===== src/rtl/bus_dest_decoder_if.sv =====
// Bus bundle between the microinstruction decoder and the destination decoder.
// master: control unit side (drives select/strobes); slave: decoder side.
interface bus_dest_decoder_if #(
  parameter int unsigned SEL_W = 4
);
  localparam int unsigned NUM_DEST = 1 << SEL_W;

  logic [SEL_W-1:0]    sel;
  logic                en_op;
  logic                en_out;
  logic                err_clr;
  logic [NUM_DEST-1:0] we;
  logic [SEL_W-1:0]    dest_q;
  logic                armed;
  logic                busy;
  logic                err;

  modport master (
    output sel, en_op, en_out, err_clr,
    input  we, dest_q, armed, busy, err
  );

  modport slave (
    input  sel, en_op, en_out, err_clr,
    output we, dest_q, armed, busy, err
  );
endinterface


===== src/rtl/bus_dest_decoder.sv =====
// Registered destination decoder for internal-bus write-enables.
// Latches a destination on en_op, then on en_out drives a one-hot write-enable
// pulse of PULSE_LEN cycles. Illegal selects (VALID_MASK bit clear) raise err.
// Optional macro DEC_ERR_STICKY_EN: err becomes sticky until err_clr or reset;
// otherwise err is a single-cycle pulse and err_clr is unused.
module bus_dest_decoder #(
  parameter int unsigned               SEL_W      = 4,
  parameter logic [(1 << SEL_W)-1:0]   VALID_MASK = 16'h1FF9,
  parameter int unsigned               PULSE_LEN  = 1
) (
  input logic                clk,
  input logic                rst_n,
  bus_dest_decoder_if.slave  bus
);

  localparam int unsigned NUM_DEST  = 1 << SEL_W;
  localparam int unsigned CNT_W     = 4;
  // Zero length is promoted to 1; anything beyond the counter range saturates.
  localparam int unsigned PULSE_EFF = (PULSE_LEN == 0) ? 1 :
                                      (PULSE_LEN > 15) ? 15 : PULSE_LEN;
  localparam logic [CNT_W-1:0] CNT_LOAD = CNT_W'(PULSE_EFF - 1);
  localparam logic [NUM_DEST-1:0] ONE   = {{(NUM_DEST-1){1'b0}}, 1'b1};

  typedef enum logic [1:0] {
    S_IDLE  = 2'd0,
    S_ARMED = 2'd1,
    S_DRIVE = 2'd2
  } state_t;

  state_t              r_state;
  logic [NUM_DEST-1:0] r_we;
  logic [SEL_W-1:0]    r_dest_q;
  logic                r_armed;
  logic                r_busy;
  logic                r_err;
  logic [CNT_W-1:0]    r_cnt;

  logic                w_legal;
  logic                w_accept;
  logic                w_op_ok;
  logic                w_op_bad;
  logic [SEL_W-1:0]    w_dest_nxt;

  // Strobes are only honoured outside DRIVE; a legal same-cycle select wins.
  assign w_legal    = VALID_MASK[bus.sel];
  assign w_accept   = (r_state != S_DRIVE);
  assign w_op_ok    = bus.en_op & w_legal & w_accept;
  assign w_op_bad   = bus.en_op & ~w_legal & w_accept;
  assign w_dest_nxt = w_op_ok ? bus.sel : r_dest_q;

  // FSM with registered one-hot write-enable, status flags and pulse counter.
  always_ff @(posedge clk or negedge rst_n) begin
    if (!rst_n) begin
      r_state  <= S_IDLE;
      r_we     <= '0;
      r_dest_q <= '0;
      r_armed  <= 1'b0;
      r_busy   <= 1'b0;
      r_cnt    <= '0;
    end else begin
      if (w_op_ok) begin
        r_dest_q <= bus.sel;
      end
      unique case (r_state)
        S_IDLE, S_ARMED: begin
          if (bus.en_out && (w_op_ok || (r_state == S_ARMED))) begin
            r_state <= S_DRIVE;
            r_we    <= ONE << w_dest_nxt;
            r_busy  <= 1'b1;
            r_armed <= 1'b0;
            r_cnt   <= CNT_LOAD;
          end else if (w_op_ok) begin
            r_state <= S_ARMED;
            r_armed <= 1'b1;
          end
        end
        S_DRIVE: begin
          if (r_cnt == '0) begin
            r_state <= S_IDLE;
            r_we    <= '0;
            r_busy  <= 1'b0;
          end else begin
            r_cnt <= r_cnt - CNT_W'(1);
          end
        end
        default: begin
          r_state <= S_IDLE;
          r_we    <= '0;
          r_armed <= 1'b0;
          r_busy  <= 1'b0;
          r_cnt   <= '0;
        end
      endcase
    end
  end

`ifdef DEC_ERR_STICKY_EN
  // Sticky error: a new illegal select dominates a same-cycle clear.
  always_ff @(posedge clk or negedge rst_n) begin
    if (!rst_n) begin
      r_err <= 1'b0;
    end else if (w_op_bad) begin
      r_err <= 1'b1;
    end else if (bus.err_clr) begin
      r_err <= 1'b0;
    end
  end
`else
  logic w_unused_err_clr;
  assign w_unused_err_clr = bus.err_clr;

  // Single-cycle error pulse following each illegal select.
  always_ff @(posedge clk or negedge rst_n) begin
    if (!rst_n) begin
      r_err <= 1'b0;
    end else begin
      r_err <= w_op_bad;
    end
  end
`endif

  assign bus.we     = r_we;
  assign bus.dest_q = r_dest_q;
  assign bus.armed  = r_armed;
  assign bus.busy   = r_busy;
  assign bus.err    = r_err;

endmodule


===== src/flat_wrapper.sv =====
// flat-port wrapper written by rule: the top's interface ports become plain ports
module bus_dest_decoder_flat 
#(
  parameter int unsigned               SEL_W      = 4,
  parameter logic [(1 << SEL_W)-1:0]   VALID_MASK = 16'h1FF9,
  parameter int unsigned               PULSE_LEN  = 1
)
  (clk, rst_n, bus_sel, bus_en_op, bus_en_out, bus_err_clr, bus_we, bus_dest_q, bus_armed, bus_busy, bus_err);
  bus_dest_decoder_if #(.SEL_W(SEL_W)) bus_i ();
  input logic clk;
  input logic rst_n;
  input wire logic [$bits(bus_i.sel)-1:0] bus_sel;
  input wire logic [$bits(bus_i.en_op)-1:0] bus_en_op;
  input wire logic [$bits(bus_i.en_out)-1:0] bus_en_out;
  input wire logic [$bits(bus_i.err_clr)-1:0] bus_err_clr;
  output wire logic [$bits(bus_i.we)-1:0] bus_we;
  output wire logic [$bits(bus_i.dest_q)-1:0] bus_dest_q;
  output wire logic [$bits(bus_i.armed)-1:0] bus_armed;
  output wire logic [$bits(bus_i.busy)-1:0] bus_busy;
  output wire logic [$bits(bus_i.err)-1:0] bus_err;
  assign bus_i.sel = bus_sel;
  assign bus_i.en_op = bus_en_op;
  assign bus_i.en_out = bus_en_out;
  assign bus_i.err_clr = bus_err_clr;
  assign bus_we = bus_i.we;
  assign bus_dest_q = bus_i.dest_q;
  assign bus_armed = bus_i.armed;
  assign bus_busy = bus_i.busy;
  assign bus_err = bus_i.err;
  bus_dest_decoder #(.SEL_W(SEL_W), .VALID_MASK(VALID_MASK), .PULSE_LEN(PULSE_LEN)) u_core (.clk(clk), .rst_n(rst_n), .bus(bus_i));
endmodule

===== config.mk =====
export PLATFORM = sky130hd
export DESIGN_NAME = bus_dest_decoder_flat
export DESIGN_NICKNAME = d
export VERILOG_FILES = /design/src/rtl/bus_dest_decoder_if.sv /design/src/rtl/bus_dest_decoder.sv /design/src/flat_wrapper.sv
export SDC_FILE = /design/constraint.sdc
export NUM_CORES = 1
export LEC_CHECK = 0
export ABC_AREA = 1
export CAP_MARGIN = 0
export CORE_ASPECT_RATIO = 2
export CORE_MARGIN = 1
export CORE_UTILIZATION = 44
export CTS_BUF_LIST = sky130_fd_sc_hd__clkbuf_4
export CTS_CLUSTER_DIAMETER = 80
export DETAILED_ROUTE_END_ITERATION = 6
export PLACE_DENSITY = 0.78
export SYNTH_ARGS = -nofsm -noshare
export SYNTH_HDL_FRONTEND = slang
export SYNTH_SLANG_ARGS = --single-unit
export TNS_END_PERCENT = 5

===== constraint.sdc =====
create_clock -name clk -period 2.5 [get_ports clk]
set_input_delay 0.375 -clock clk [delete_from_list [all_inputs] [get_ports clk]]
set_output_delay 0.375 -clock clk [all_outputs]
set_load 0.02 [all_outputs]

# Word level (Yosys, flattened, before mapping)
# Memories as Yosys holds them, arrays and structs flattened.
# Cells that the tools add are included.
word_totals:
  ff_bits: 29
  output_inout_bits: 23
  inputBits: 9
  elab_cells: 51
  mem_count: 1
  rom_bits: 16
mem_list:
  columns: ["memory", "words", "word_bits", "rd", "rd_ports_with_merged_regs", "write_ports", "line", "text"]
  rows:
  - ["(name not given)", 16, 1, 1, 0, 0, "bus_dest_decoder.sv:45", "assign w_legal = VALID_MASK[bus.sel];"]
classes:
  n_addsub: 1
  shifts: 1
  n_reduce_logical: 9
  magnitude_cmp: 1
  n_eq_ne: 7
  n_bitwise: 6
  n_mux: 18
op_table:
  columns: ["operator", "n"]
  rows:
  - ["$mux 16", 2]
  - ["$pmux 16 s2", 1]
  - ["$shl 1x4->16 const A", 1]
  - ["$mux 4", 3]
  - ["$pmux 4 s2", 1]
  - ["$reduce_and 2->1", 4]
  - ["$mux 2", 3]
  - ["$lt 4x5->1 const B", 1]
  - ["$mux 1", 5]
  - ["$and 1x1->1", 4]
  - ["$logic_not 4->1", 1]
  - ["$ne 2x1->1 const B", 2]
  - ["$ne 2x2->1 const B", 2]
  - ["$pmux 1 s2", 2]
  - ["$pmux 2 s2", 1]
  - ["$sub 4x1->4 const B", 1]
  - ["$ne 3x1->1 const B", 1]
  - ["$eq 2x1->1 const B", 1]
  - ["$eq 2x2->1 const B", 1]
  - ["$logic_not 2->1", 1]
  - ["$not 1->1", 2]
  - ["$reduce_or 2->1", 1]
  - ["$logic_and 1x1->1", 1]
  - ["$logic_or 1x1->1", 1]

# Longest topological paths before layout
# Gate-level depths: netlist (run 1).
depth:
  word_depth: 8
  depth_mapped: 12
  depth_no_buf: 11

# Worst setup path after synthesis (run 1)
# No wires, ideal clock.
synth_timing:
  kind: "input -> register"
  start: "input port bus_sel[0]"
  end: "register u_core.r_we[11], in the netlist u_core.bus.we[11]"
  required_time_ns: 2.383
  stages: 11
  n_path_buf: 1
  arrival_ns: 1.484
  slack_ns: 0.898
  setup_time_ns: 0.117
  path_cell_list: "inv_1 -> ha_1 -> nand2_1 -> nand3_4 -> nand2_4 -> nand2_4 -> nand2_4 -> nand2_4 -> buf_6 -> nand2_1 -> nand2_1"
synth_via:
  elab_chain_cells: 8
  word_cells_on_any_way: 12
  cone_classes: "eq/ne (1); shift (1); mux (4); bitwise (2); reduce/logical (3); memory (1)"
synth_rtl:
  columns: ["item", "line", "text"]
  rows:
  - ["start, declared", "flat_wrapper.sv:12", "input wire logic [$bits(bus_i.sel)-1:0] bus_sel;"]
  - ["$mem_v2 16x1", null, null]
  - ["$mux 1 (implied by the code)", "bus_dest_decoder.sv:45", null]
  - ["$and 1x1->1 (2 in a row)", "bus_dest_decoder.sv:47", "assign w_op_ok = bus.en_op & w_legal & w_accept;"]
  - ["$mux 4 or $logic_or 1x1->1 (tied branches)", "bus_dest_decoder.sv:49, bus_dest_decoder.sv:66", null]
  - ["$shl 1x4->16 or $logic_and 1x1->1 (tied branches)", "bus_dest_decoder.sv:68, bus_dest_decoder.sv:66", null]
  - ["$mux 16 or $ne 2x1->1 (tied branches)", null, null]
  - ["$pmux 16 s2 or $reduce_and 2->1 (tied branches)", null, null]
  - ["end signal, assigned", "bus_dest_decoder.sv:68", "r_we <= ONE << w_dest_nxt;"]
  - ["end, declared", "bus_dest_decoder.sv:31", "logic [NUM_DEST-1:0] r_we;"]
# Parallel ways exist; a longest one is shown, timed or not. The select of a mux whose other input is x is not followed.
# A chain may end at the register's enable or synchronous reset.

# Worst setup path in the final report (run 1)
layout_timing:
  start: "input port bus_sel[0]"
  end: "register u_core.r_we[10], in the netlist u_core.bus.we[10]"
layout_via:
  elab_chain_cells: 8
  word_cells_on_any_way: 12
  cone_classes: "eq/ne (1); shift (1); mux (4); bitwise (2); reduce/logical (3); memory (1)"
layout_rtl:
  columns: ["item", "line", "text"]
  rows:
  - ["$mem_v2 16x1", null, null]
  - ["$mux 1 (implied by the code)", "bus_dest_decoder.sv:45", null]
  - ["$and 1x1->1 (2 in a row)", "bus_dest_decoder.sv:47", null]
  - ["$mux 4 (*)", "bus_dest_decoder.sv:49", "assign w_dest_nxt = w_op_ok ? bus.sel : r_dest_q;"]
  - ["net u_core.w_dest_nxt[0]", "bus_dest_decoder.sv:42", "logic [SEL_W-1:0] w_dest_nxt;"]
  - ["$shl 1x4->16 (*)", "bus_dest_decoder.sv:68", null]
  - ["$mux 16 (*)", "bus_dest_decoder.sv:66", "if (bus.en_out && (w_op_ok || (r_state == S_ARMED))) begin"]
  - ["$pmux 16 s2 (*)", "bus_dest_decoder.sv:64", "unique case (r_state)"]
# Mark *: on every way through the listed nets, which the timed path passes. The rest lies on a longest branch. The select of a mux whose other input is x is not followed.

==> impl_metrics.ini, run 1 <==
[placed_design]
dpl_worst_slack_ns = 0.2554
port-buffer-count = 30
detailedPlacementHpwl_um = 2352
finalWeightedCongestion = 0.7577

[synth]
synthesis.area_per_instance_um2 = 8.844
synthesized_net_count = 173
synth_top_cell_area_share = 0.5097
yosys_warnings = 0
number_of_flip_flops_and_latches_in_the_synthesized_netlist = 29
synth_seq_area_share = 0.5097
yosysTopAreaCell = dfrtp_1
post_synth_instance_area_um2 = 1424
netlist_instances = 161
ys_top_cells_by_area = dfrtp_1, nand2_1, nand3_1, inv_1, nand2_4
unique_cell_type_count_in_the_yosys_netlist = 22

[finish]
final.fill_count = 264
layout-area-overhead-vs-synth_pct = 27.33
most_common_cell_after_layout_fill_and_taps_aside = nand2_1
final_nets = 210
insertedDiodeCount = 0
layout.cells.most_common_list = nand2_1, clkdlybuf4s50_1, dfrtp_1
drive_gt1_frac = 0.1407

[min_path]
hold_path_class = input pin to async pin

[sta]
grt_setup_unrepaired = false
maxSlewHeadroom = 0.7321
worst_slew_pin_slew_ns = 0.4003
post-route-period-util = 0.7629
max_freq_mhz = 524.3
final_critical_path_setup_slack_ns = 0.5929
setup_viol = 0
hold_viol = 0
maxSlewViolCount = 0
final.min_clock_period_ns = 1.907
skew_ns = 0.005669
totalNegativeSetupSlack_ns = 0

[global_routing]
globalRouteTotalUtil = 0.2069
antenna_found_initial = 0
wire_length_of_the_first_global_routing_pass_um = 5354
grt.overflow.total = 0
pin_count_of_the_biggest_net_entering_global_routing = 30
number_of_global_route_vias_before_repair = 1181

[clock_tree]
tritoncts = done
buffer_count_from_post_cts_setup_fixing = 0
cts_hold_repair.buffers = 0
numClockSinks = 29
cts-htree-levels = 2
clk_pin_slew_worst_paths_ns = 0.10
clockRootBuffer = clkbuf_4
clk-insertion-delay-late_ns = 0.33
cts-buffers-inserted = 5
postCtsResizedCells = 0
cts-root-to-sink-buffers = 2

[critical_path]
cp_slowest_stage_delay_ns = 0.49
critical-path-top-cell-by-count = nand2_1
critPathKind = input pin to register
crit_path_max_fanout = 10
critical_path.n_buffers_inverters = 2
worst_path_max_delay_cell = clkdlybuf4s50_1
cp.depth = 10
timing.critical_path.to_type = register
crit_family = simple AND/OR/NAND/NOR gates
reg2reg_slack_ns = 0.84
critical_path.cell_chain = clkdlybuf4s50_1 > inv_1 > ha_1 > nand2_1 > nand3_4 > nand2_1 > nand2_2 > nor2_1 > nand3_1 > nand2_1
cp.arrival_ns = 2.19
worstPathRequired_ns = 2.78
ff2ff_path_depth = 8
crit_path_start_kind = input pin

[routing]
wl_cell_um = 13.70
finalWirelength_um = 3138
ant_nets = 0
initialDrtViolationCount = 50
via_per_inst = 5.148
via_count = 1179
drc = 0
drt_pre_antenna_iters = 4

[floorplanning]
die_ar_um2 = 3481
core-area_um2 = 3013
placementRows = 28
die_h_um = 82.45
pin_count = 32
die_width_um = 42.23
start_util = 0.4726

[pwr]
power_density_nw_per_um2 = 1053
leak_uw = 0.0009150
ir_worst_vdd_mv = 0.5975

[outcome]
run_status = completed

[run]
maxCapViolations = 0
cells by family (layout without fill, tap and decap cells):
kind of cell    count (synthesis)  in the layout  share of synthesized area
flops                          29             29                     0.5097
fa+ha+maj                       3              3                    0.02636
xor+xnor                        2              2                    0.01230
buf+inv                        16             54                    0.04746
simple gates                  102            102                     0.3568
compound gates                  9              9                    0.04746
power breakdown:
group | switching, uW | internal, uW
Sequential | 96.3 | 600
Combinational | 575 | 355
Clock | 177 | 106
Total | 848 | 1060
final timing paths:
check | to | from
setup reg to reg | u_core.bus.we[10] | u_core.r_state[0]
setup / recovery | u_core.bus.we[10] | bus_sel[0]
hold / removal | u_core.bus.err | rst_n
max in group asynchronous | u_core.bus.dest_q[1] | rst_n
hold reg to reg | u_core.bus.busy | u_core.bus.busy
min in group clk | u_core.bus.busy | u_core.bus.busy
synth_stat cells, drive strengths merged:
cell type  instances
a21oi              4
buf                1
dfrtp             29
ha                 3
inv               15
nand2             65
nand3             25
nand3b             1
nor2               9
nor3               2
o21ai              5
xnor2              1
xor2               1
registers in the layout, summed over array words and instances (netlist names):
name               count
u_core.bus.we         16
u_core.bus.dest_q      4
u_core.r_cnt           4
u_core.r_state         2
u_core.bus.armed       1
u_core.bus.busy        1
u_core.bus.err         1
layer usage:
metal,vias up,GRT usage,part of all wire
met5,-,0,0
met3,6,0.05217,0.055
met4,0,0.08125,0.018
li1,583,-,-
met2,37,0.4031,0.57
met1,553,0.2017,0.36
per-stage QoR:
stage,hold WS [ns],power (uW),instance area (um^2),util,instances
finish,0.4127,1909,1813,0.6017,229
global route,0.4341,2047,1813,0.6017,229
CTS,0.4219,1929,1813,0.6017,229
detailed placement,0.4654,1639,1758,0.5835,221
global placement,0.4660,1599,1758,0.5835,221
floorplan,0.07941,1300,1424,-,161
layout make-up:
type | instances | area [um^2] | area share
Multi-Input combinational cell | 116 | 630.6 | 0.3478
Timing Repair Buffer | 31 | 307.8 | 0.1698
Clock buffer | 5 | 37.54 | 0.02070
Clock inverter | 3 | 17.52 | 0.009662
Inverter | 15 | 56.30 | 0.03106
Sequential cell | 29 | 725.7 | 0.4003
Tap cell | 30 | 37.54 | 0.02070
Note: power is estimated with default switching activity, not from simulation.
==> run 2, diff against run 1 <==
==> constraint.sdc (replaced) <==
create_clock -name clk -period 1.8 [get_ports clk]
set_input_delay 0.27 -clock clk [delete_from_list [all_inputs] [get_ports clk]]
set_output_delay 0.27 -clock clk [all_outputs]
set_load 0.02 [all_outputs]
==> run 2 against run 1 <==
  * Cell count is 6.1% higher
  * Die area stayed put
  * Clock skew is 0.0083 ns higher
  * Non-clock buffer count is 13 higher
  * First-iteration DRC count is 50% lower
  * Count of clock-buffer cells in the layout stayed put
  * Register-to-register slack worse by 0.62 ns
  * Cell area is 9.4% higher
==> impl_metrics.ini, run 2 (synthesis results as in run 1) <==
[outcome]
run_status = completed

[clock_tree]
numClockSinks = 29
cts-htree-levels = 2
cts-root-to-sink-buffers = 2
tritoncts = done
clk-insertion-delay-late_ns = 0.33
clk_pin_slew_worst_paths_ns = 0.11
cts-buffers-inserted = 5
clockRootBuffer = clkbuf_4
cts_hold_repair.buffers = 0

[pwr]
power_density_nw_per_um2 = 1414
power.total_uw = 2804
ir_worst_vdd_mv = 0.9798
leak_uw = 0.0009929

[finish]
final_nets = 224
layout-area-overhead-vs-synth_pct = 39.28
largest_register_ff_count = 16
insertedDiodeCount = 0
post-route-util = 0.6582
layout.cells.most_common_list = nand2_1, clkdlybuf4s50_1, dfrtp_1
most_common_cell_after_layout_fill_and_taps_aside = nand2_1
final.fill_count = 239
drive_gt1_frac = 0.2347

[critical_path]
reg2reg_slack_ns = 0.22
worst_setup_path_endpoint = u_core.bus.we[9]
ff_to_ff_start = u_core.r_state[1]
cp.arrival_ns = 1.98
critPathKind = input pin to register
critPathLaunch = bus_sel[0]
timing.critical_path.to_type = register
crit_path_start_kind = input pin
ff2ff_path_depth = 8
worstPathRequired_ns = 2.06
crit_path_max_fanout = 8
critical_path.reg2reg.endpoint = u_core.bus.we[14]

[sta]
max_freq_mhz = 582.4
maxSlewHeadroom = 0.7560
maxSlewViolCount = 0
hold_viol = 0
post-route-period-util = 0.9539
worst_slew_pin_slew_ns = 0.3659
setup_viol = 0
final.min_clock_period_ns = 1.717
skew_ns = 0.01400

[floorplanning]
die_h_um = 82.45
placementRows = 28
core-area_um2 = 3013
die_width_um = 42.23
die_ar_um2 = 3481
start_util = 0.4726
pin_count = 32

[placed_design]
detailedPlacementHpwl_um = 2462
finalWeightedCongestion = 0.7243
port-buffer-count = 30

[routing]
initialDrtViolationCount = 25
finalWirelength_um = 3427
via_per_inst = 5.321
ant_nets = 0
drc = 0
wl_cell_um = 14.10
via_count = 1293
drt_pre_antenna_iters = 4

[min_path]
hold_path_class = input pin to async pin

[global_routing]
antenna_found_initial = 0
wire_length_of_the_first_global_routing_pass_um = 5492
number_of_global_route_vias_before_repair = 1253
pin_count_of_the_biggest_net_entering_global_routing = 30
globalRouteTotalUtil = 0.2059
grt.overflow.total = 0

[run]
maxCapViolations = 0
-- run 2: changes by cell type in the layout (fill, tap and decap cells not counted), moves of 2 or more --
cell	before	now
buf_4	1	14
nand2_1	56	53
nand2_2	5	7
nand3_1	23	21
nand3_4	2	4
nor2_4	2	4
-- run 2: where the power goes --
part | total [uW] | internal, uW | switching (uW) | leakage [uW]
sequential | 970 | 834 | 136 | 0.000387
clock | 382 | 147 | 235 | 0.0000310
combinational | 1450 | 594 | 858 | 0.000575
-- run 2: timing repair --
item,4_1_cts,5_1_grt
setup buffers,0,2
resized for setup,0,13
endpoints found under the setup margin,2,21
cloned,0,1
pin swaps,0,6
-- run 2: worst min path at each step --
stage,from,end,depth (start not counted)
floorplan,rst_n,u_core.bus.armed,0
global placement,u_core.bus.we[1],u_core.bus.we[1],2
detailed placement,u_core.bus.we[1],u_core.bus.we[1],2
CTS,rst_n,u_core.r_state[1],2
global route,rst_n,u_core.r_state[1],2
finish,rst_n,u_core.r_state[1],2
-- run 2: per-layer routing --
layer  share of wire  vias up  track usage
met5               0        -            0
met4           0.039        0      0.09688
met3           0.062       14      0.03913
met2            0.54       61       0.3908
met1            0.36      603       0.2113
li1                -      615            -
-- run 2: cell type report --
type                       instances  area (um^2)  area share
clock inverter                     3        17.52    0.008833
inverter                          15        56.30     0.02839
timing repair buffer              44        405.4      0.2044
tap                               30        37.54     0.01893
clock buffer                       5        37.54     0.01893
sequential                        29        725.7      0.3659
multi-input combinational        117        703.2      0.3546
-- run 2: per-stage QoR --
step | setup slack, ns | hold slack, ns | cells | area (um^2) | TNS, ns
floorplan | 0.3035 | -0.02559 | 161 | 1424 | 0
global placement | -0.2475 | 0.4677 | 232 | 1841 | -5.030
detailed placement | -0.3445 | 0.4657 | 232 | 1841 | -7.391
CTS | -0.001350 | 0.3185 | 240 | 1896 | -0.002215
global route | -0.01671 | 0.3415 | 243 | 1983 | -0.03102
finish | 0.08304 | 0.3167 | 243 | 1983 | 0
-- run 2: critical path: stages --
cell	delay, ns
clkdlybuf4s50_1	0.50
inv_1	0.09
ha_4	0.16
inv_1	0.09
nand3_4	0.11
nand2_2	0.09
inv_2	0.06
nand3_1	0.09
nand2_1	0.13
nor2_4	0.21
nand3_1	0.10
nand2_1	0.08
